**config.mk**
```make
export PLATFORM = sky130hd
export DESIGN_NAME = unified_mem_arbiter_flat
export DESIGN_NICKNAME = d
export VERILOG_FILES = /design/src/rtl/unified_mem_arbiter_if.sv /design/src/rtl/unified_mem_arbiter.sv /design/src/flat_wrapper.sv
export SDC_FILE = /design/constraint.sdc
export NUM_CORES = 1
export LEC_CHECK = 0
export ABC_AREA = 1
export CELL_PAD_IN_SITES_DETAIL_PLACEMENT = 1
export CELL_PAD_IN_SITES_GLOBAL_PLACEMENT = 2
export CORE_UTILIZATION = 24
export CTS_BUF_LIST = sky130_fd_sc_hd__clkbuf_8 sky130_fd_sc_hd__clkbuf_16
export CTS_CLUSTER_DIAMETER = 60
export CTS_CLUSTER_SIZE = 10
export DETAILED_ROUTE_END_ITERATION = 8
export GPL_TIMING_DRIVEN = 1
export HOLD_SLACK_MARGIN = 0.12
export PLACE_DENSITY_LB_ADDON = 0.05
export SYNTH_ARGS = -nofsm -noshare
export SYNTH_HDL_FRONTEND = slang
export SYNTH_SLANG_ARGS = --single-unit
```
**constraint.sdc**
```tcl
create_clock -name clk -period 13.79 [get_ports clk]
set_clock_uncertainty 0.2 [all_clocks]
set_input_delay 2.0685 -clock clk [delete_from_list [all_inputs] [get_ports clk]]
set_output_delay 2.0685 -clock clk [all_outputs]
set_load 0.02 [all_outputs]
```
**src/rtl/unified_mem_arbiter_if.sv**
```systemverilog
// Bundles the fetch port, the data port and the single-ported memory bus that the arbiter shares between them.
interface unified_mem_arbiter_if #(
  parameter int AW = 32,
  parameter int DW = 32
);
  logic          i_req;
  logic [AW-1:0] i_addr;
  logic          i_cancel;
  logic [DW-1:0] i_rdata;
  logic          i_done;
  logic          i_stall;
  logic          d_req;
  logic          d_we;
  logic [AW-1:0] d_addr;
  logic [DW-1:0] d_wdata;
  logic [DW-1:0] d_rdata;
  logic          d_done;
  logic          d_stall;
  logic          bus_err;
  logic          mem_req;
  logic          mem_we;
  logic [AW-1:0] mem_addr;
  logic [DW-1:0] mem_wdata;
  logic          mem_ack;
  logic [DW-1:0] mem_rdata;

  modport master (
    input  i_req, i_addr, i_cancel, d_req, d_we, d_addr, d_wdata, mem_ack, mem_rdata,
    output i_rdata, i_done, i_stall, d_rdata, d_done, d_stall, bus_err,
           mem_req, mem_we, mem_addr, mem_wdata
  );

  modport slave (
    output i_req, i_addr, i_cancel, d_req, d_we, d_addr, d_wdata, mem_ack, mem_rdata,
    input  i_rdata, i_done, i_stall, d_rdata, d_done, d_stall, bus_err,
           mem_req, mem_we, mem_addr, mem_wdata
  );
endinterface

```
**src/rtl/unified_mem_arbiter.sv**
```systemverilog
// Arbitrates one outstanding memory transaction between fetch (I) and data (D) ports, D first,
// with wait-timeout abort and a cancel path that drops wrong-path fetches.
module unified_mem_arbiter #(
  parameter int AW      = 32,
  parameter int DW      = 32,
  parameter int TIMEOUT = 16
) (
  input logic clk,
  input logic reset,
  unified_mem_arbiter_if.master bus
);
  localparam int CW = (TIMEOUT > 2) ? $clog2(TIMEOUT) : 1;
  localparam logic [CW-1:0] LAST = CW'(TIMEOUT - 1);

  typedef enum logic [1:0] {IDLE, I_BUSY, D_BUSY} state_t;

  state_t          state, stateNext;
  logic   [CW-1:0] waitCnt;
  logic            cancelFlag;
  logic            issueD, issueI, ackSeen, timedOut;
  logic            fetchEnd, dataEnd, fetchKeep;
  logic   [DW-1:0] endData;

  assign bus.i_stall = bus.i_req & ~bus.i_done;
  assign bus.d_stall = bus.d_req & ~bus.d_done;

  always_comb begin
    stateNext = state;
    issueD    = 1'b0;
    issueI    = 1'b0;
    ackSeen   = 1'b0;
    timedOut  = 1'b0;
    case (state)
      // A port whose done is high this cycle is not re-issued.
      IDLE: begin
        if (bus.d_req && !bus.d_done) begin
          issueD    = 1'b1;
          stateNext = D_BUSY;
        end else if (bus.i_req && !bus.i_cancel && !bus.i_done) begin
          issueI    = 1'b1;
          stateNext = I_BUSY;
        end
      end
      I_BUSY, D_BUSY: begin
        if (bus.mem_ack) begin
          ackSeen   = 1'b1;
          stateNext = IDLE;
        end else if (waitCnt == LAST) begin
          timedOut  = 1'b1;
          stateNext = IDLE;
        end
      end
      default: stateNext = IDLE;
    endcase
  end

  assign fetchEnd  = (ackSeen | timedOut) && (state == I_BUSY);
  assign dataEnd   = (ackSeen | timedOut) && (state == D_BUSY);
  assign fetchKeep = ~cancelFlag & ~bus.i_cancel;
  assign endData   = ackSeen ? bus.mem_rdata : '0;

  always_ff @(posedge clk or posedge reset) begin
    if (reset) state <= IDLE;
    else       state <= stateNext;
  end

  always_ff @(posedge clk or posedge reset) begin
    if (reset) begin
      bus.mem_req   <= 1'b0;
      bus.mem_we    <= 1'b0;
      bus.mem_addr  <= '0;
      bus.mem_wdata <= '0;
      bus.i_rdata   <= '0;
      bus.d_rdata   <= '0;
      bus.i_done    <= 1'b0;
      bus.d_done    <= 1'b0;
      bus.bus_err   <= 1'b0;
      waitCnt       <= '0;
      cancelFlag    <= 1'b0;
    end else begin
      bus.i_done  <= 1'b0;
      bus.d_done  <= 1'b0;
      bus.bus_err <= 1'b0;

      if (issueD) begin
        bus.mem_req   <= 1'b1;
        bus.mem_we    <= bus.d_we;
        bus.mem_addr  <= bus.d_addr;
        bus.mem_wdata <= bus.d_wdata;
      end else if (issueI) begin
        bus.mem_req  <= 1'b1;
        bus.mem_we   <= 1'b0;
        bus.mem_addr <= bus.i_addr;
      end

      if (state == IDLE) begin
        waitCnt    <= '0;
        cancelFlag <= 1'b0;
      end else if (ackSeen || timedOut) begin
        bus.mem_req <= 1'b0;
      end else begin
        waitCnt <= waitCnt + 1'b1;
        if (state == I_BUSY && bus.i_cancel) cancelFlag <= 1'b1;
      end

      // A cancelled fetch still finishes on the bus but reports nothing.
      if (fetchEnd && fetchKeep) begin
        bus.i_done  <= 1'b1;
        bus.bus_err <= timedOut;
        bus.i_rdata <= endData;
      end
      if (dataEnd) begin
        bus.d_done  <= 1'b1;
        bus.bus_err <= timedOut;
        if (!bus.mem_we) bus.d_rdata <= endData;
      end
    end
  end
endmodule

```
**src/flat_wrapper.sv**
```systemverilog
// flat-port wrapper written by rule: the top's interface ports become plain ports
module unified_mem_arbiter_flat 
#(
  parameter int AW      = 32,
  parameter int DW      = 32,
  parameter int TIMEOUT = 16
)
  (clk, reset, bus_i_req, bus_i_addr, bus_i_cancel, bus_d_req, bus_d_we, bus_d_addr, bus_d_wdata, bus_mem_ack, bus_mem_rdata, bus_i_rdata, bus_i_done, bus_i_stall, bus_d_rdata, bus_d_done, bus_d_stall, bus_bus_err, bus_mem_req, bus_mem_we, bus_mem_addr, bus_mem_wdata);
  unified_mem_arbiter_if #(.AW(AW), .DW(DW)) bus_i ();
  input logic clk;
  input logic reset;
  input wire logic [$bits(bus_i.i_req)-1:0] bus_i_req;
  input wire logic [$bits(bus_i.i_addr)-1:0] bus_i_addr;
  input wire logic [$bits(bus_i.i_cancel)-1:0] bus_i_cancel;
  input wire logic [$bits(bus_i.d_req)-1:0] bus_d_req;
  input wire logic [$bits(bus_i.d_we)-1:0] bus_d_we;
  input wire logic [$bits(bus_i.d_addr)-1:0] bus_d_addr;
  input wire logic [$bits(bus_i.d_wdata)-1:0] bus_d_wdata;
  input wire logic [$bits(bus_i.mem_ack)-1:0] bus_mem_ack;
  input wire logic [$bits(bus_i.mem_rdata)-1:0] bus_mem_rdata;
  output wire logic [$bits(bus_i.i_rdata)-1:0] bus_i_rdata;
  output wire logic [$bits(bus_i.i_done)-1:0] bus_i_done;
  output wire logic [$bits(bus_i.i_stall)-1:0] bus_i_stall;
  output wire logic [$bits(bus_i.d_rdata)-1:0] bus_d_rdata;
  output wire logic [$bits(bus_i.d_done)-1:0] bus_d_done;
  output wire logic [$bits(bus_i.d_stall)-1:0] bus_d_stall;
  output wire logic [$bits(bus_i.bus_err)-1:0] bus_bus_err;
  output wire logic [$bits(bus_i.mem_req)-1:0] bus_mem_req;
  output wire logic [$bits(bus_i.mem_we)-1:0] bus_mem_we;
  output wire logic [$bits(bus_i.mem_addr)-1:0] bus_mem_addr;
  output wire logic [$bits(bus_i.mem_wdata)-1:0] bus_mem_wdata;
  assign bus_i.i_req = bus_i_req;
  assign bus_i.i_addr = bus_i_addr;
  assign bus_i.i_cancel = bus_i_cancel;
  assign bus_i.d_req = bus_d_req;
  assign bus_i.d_we = bus_d_we;
  assign bus_i.d_addr = bus_d_addr;
  assign bus_i.d_wdata = bus_d_wdata;
  assign bus_i.mem_ack = bus_mem_ack;
  assign bus_i.mem_rdata = bus_mem_rdata;
  assign bus_i_rdata = bus_i.i_rdata;
  assign bus_i_done = bus_i.i_done;
  assign bus_i_stall = bus_i.i_stall;
  assign bus_d_rdata = bus_i.d_rdata;
  assign bus_d_done = bus_i.d_done;
  assign bus_d_stall = bus_i.d_stall;
  assign bus_bus_err = bus_i.bus_err;
  assign bus_mem_req = bus_i.mem_req;
  assign bus_mem_we = bus_i.mem_we;
  assign bus_mem_addr = bus_i.mem_addr;
  assign bus_mem_wdata = bus_i.mem_wdata;
  unified_mem_arbiter #(.AW(AW), .DW(DW), .TIMEOUT(TIMEOUT)) u_core (.clk(clk), .reset(reset), .bus(bus_i));
endmodule
```
==> flow_summary.json <==
{
  "final_cells": 1328,
  "cp_slowest_stage_delay_ns": 0.64,
  "yosys_register_bits": 140,
  "die_w_um": 160,
  "crit_path_end_kind": "output port",
  "grt_pass1_vias": 5797,
  "ctsHtreeMaxLevel": 4,
  "antenna_found_initial": 2,
  "vias": 5595,
  "cp-start-kind": "input port",
  "fp-row-count": 57,
  "avgRoutedWirePerCell_um": 15.5,
  "synth_mux_area_share_pct": 0,
  "dpl_cell_area_mm2": 0.00897,
  "syn_to_final_growth_pct": 59.2,
  "post-route-period-util_pct": 41.4,
  "final_antenna_net_count": 0,
  "path_cells": "clkdlybuf4s50_1 -> nand2_1 -> inv_1 -> clkdlybuf4s50_1",
  "dp_hpwl_um": 14100,
  "ys_warn_count": 0,
  "grt_pass1_wl_um": 33400,
  "postCtsHoldBufs": 0,
  "p_leak_nw": 4.71,
  "synth_fa_ha_area_share_pct": 0.832,
  "worst-path-buf-inv": 3,
  "max_freq_mhz": 175,
  "grt_max_degree": 86,
  "fin_tns_setup_ns": 0,
  "cp_data_required_time_ns": 11.52,
  "slew_viol_final": 0,
  "die_h_um": 160,
  "hold_class": "flop to flop",
  "grt-ovfl-total": 0,
  "clock-root-buffer": "clkbuf_16",
  "cp_data_arrival_time_ns": 3.44,
  "finalPower_mw": 2.22,
  "placed_cells": 1294,
  "cts.sinks": 140,
  "nFillCells": 2902,
  "via_per_inst": 4.21,
  "drt_wl_total_um": 20600,
  "coreArea_mm2": 0.0245,
  "dieArea_mm2": 0.0257,
  "cts_tree": "built",
  "irDropWorstVdd_v": 0.0000826,
  "io-pin-count": 270,
  "clk_latency_ns": 0.42,
  "syn_inst": 735,
  "ys_types": 23,
  "clk_pin_slew_ns": 0.06,
  "setup_violations": 0,
  "synth_xor_xnor_area_share_pct": 0.146,
  "io_buffers": 269,
  "worst_pin_slew_ns": 0.804,
  "crit_slowest_cell": "clkdlybuf4s50_1",
  "drt_iter0_drc": 212,
  "fin_crit_ns": 5.71,
  "outcome": "complete, no violations",
  "start_util_pct": 24.6,
  "syn-num-nets": 874,
  "nNetsFinal": 1128,
  "yosys.area_share.simple_pct": 34.8,
  "rsz0062_at_grt": "false",
  "cpMostUsedCell": "clkdlybuf4s50_1",
  "syn_avg_cell_area_um2": 8.18,
  "first_pass_iters": 4,
  "globalplace.congestion": 0.720,
  "drc": 0,
  "cts_resized": 0,
  "cts_setup_buffers": 0,
  "drive_above_1_share_pct": 4.89,
  "p_per_area_mw_per_mm2": 232,
  "crit_fanout": 5,
  "path_class": "input port to output port",
  "synth-seq-area-share_pct": 58.3,
  "crit_family": "buffers and inverters",
  "slew_headroom_pct": 46.4,
  "finalHoldViolCount": 0,
  "synth_area_mm2": 0.00601,
  "clock_path_buffers": 2,
  "synth_compound_area_share_pct": 0.916,
  "stdcell_area_mm2": 0.00957,
  "synth_top_family_by_area": "simple AND/OR/NAND/NOR gates",
  "numCtsBuffers": 17,
  "cap_violations": 0,
  "grt.total_usage_pct": 16.8
}
-- worst register-to-register path, cell delays in order (launching register included) --
cell	delay (ns)
dfrtp_1	0.39
inv_1	0.08
ha_1	0.32
nand2_1	0.09
o21ai_2	0.23
nand2_1	0.47
buf_4	0.40
nand2_1	0.08
nand2_1	0.05
-- cells in the final DEF (no fill, tap or decap), types with 4 or more instances in the layout --
master and instances:
nand2_1 438, ha_1 4, buf_4 9, clkdlybuf4s50_1 269, clkbuf_16 17, nand4_1 34
inv_6 4, inv_1 15, clkinvlp_4 4, nor2_1 5, o21ai_0 4, nand3_1 38
inv_2 4, dfrtp_1 140
-- registers in the layout, summed over array words and instances (netlist names) --
register,cells
u_core.bus.i_rdata,32
u_core.bus.mem_req,1
u_core.bus.i_done,1
u_core.bus.d_done,1
u_core.waitCnt,4
u_core.bus.mem_wdata,32
u_core.bus.mem_we,1
u_core.cancelFlag,1
u_core.bus.d_rdata,32
u_core.state,2
u_core.bus.bus_err,1
u_core.bus.mem_addr,32
-- kinds of logic after synthesis --
| family | count (synthesis) |
|---|---|
| buffers and inverters | 62 |
| DFF | 140 |
| adders and majority gates | 4 |
| AOI/OAI and AO/OA | 9 |
| and+or+nand+nor | 519 |
| xor gates and xnor gates | 1 |
-- report_power, final --
part	total [mW]	internal [mW]	switching [mW]
registers	0.691	0.594	0.0973
clock network	0.470	0.284	0.186
logic	1.06	0.441	0.615
total	2.22	1.32	0.898
-- per-layer routing --
metal	GRT usage (%)	part of all wire, %	vias to the layer above	routed length, um
met5	0	0	-	0
met4	5.06	1.2	0	257
met3	6.59	8.1	17	1660
met2	25.4	45	169	9250
met1	21.9	46	2612	9400
li1	-	-	2797	-
-- cells in the mapped netlist, drive strengths merged --
cell / instances / share of area [%]
nand3: 39 / 3.3
ha: 4 / 0.83
nor2: 7 / 0.48
clkinv: 1 / 0.062
o21ai: 6 / 0.56
clkbuf: 8 / 0.50
nand4: 34 / 3.5
inv: 18 / 1.1
nand2: 438 / 27
o21bai: 1 / 0.12
a21oi: 2 / 0.23
xor2: 1 / 0.15
buf: 35 / 3.3
dfrtp: 140 / 58
nand3b: 1 / 0.12
-- path summary, 6_finish.rpt --
path	startpoint	endpoint	slack, ns	depth (start not counted)
max	bus_d_req	bus_d_stall	8.08	4
min	u_core.bus.d_rdata[30]$_DFFE_PP0P_	u_core.bus.d_rdata[30]$_DFFE_PP0P_	0.27	2
max reg2reg	u_core.state[0]$_DFFE_PP0P_	u_core.bus.i_rdata[0]$_DFFE_PP0P_	11.38	8
min reg2reg	u_core.bus.d_rdata[30]$_DFFE_PP0P_	u_core.bus.d_rdata[30]$_DFFE_PP0P_	0.27	2
max in group asynchronous	reset	u_core.bus.mem_wdata[2]$_DFFE_PP0N_	10.09	3
min in group asynchronous	reset	u_core.bus.mem_wdata[3]$_DFFE_PP0N_	1.99	2
-- cell type report --
cell class	count	area, um^2	share of cell area (%)
tap	324	405	4.24
sequential	140	3500	36.6
multi-input combinational	533	2220	23.2
inverter	19	76.3	0.797
timing repair buffer	278	2760	28.8
antenna	2	5.00	0.0523
clock buffer	17	425	4.45
clock inverter	15	173	1.80
-- stage by stage --
step	hold WS, ns	util (%)	worst slack (ns)
after floorplan	0.281	-	7.77
after global placement	0.253	36.7	8.07
after detailed placement	0.257	36.7	8.06
after CTS	0.273	39.1	8.06
after global routing	0.287	39.1	8.04
final	0.267	39.1	8.08
Power figures use the tool's default switching activity.
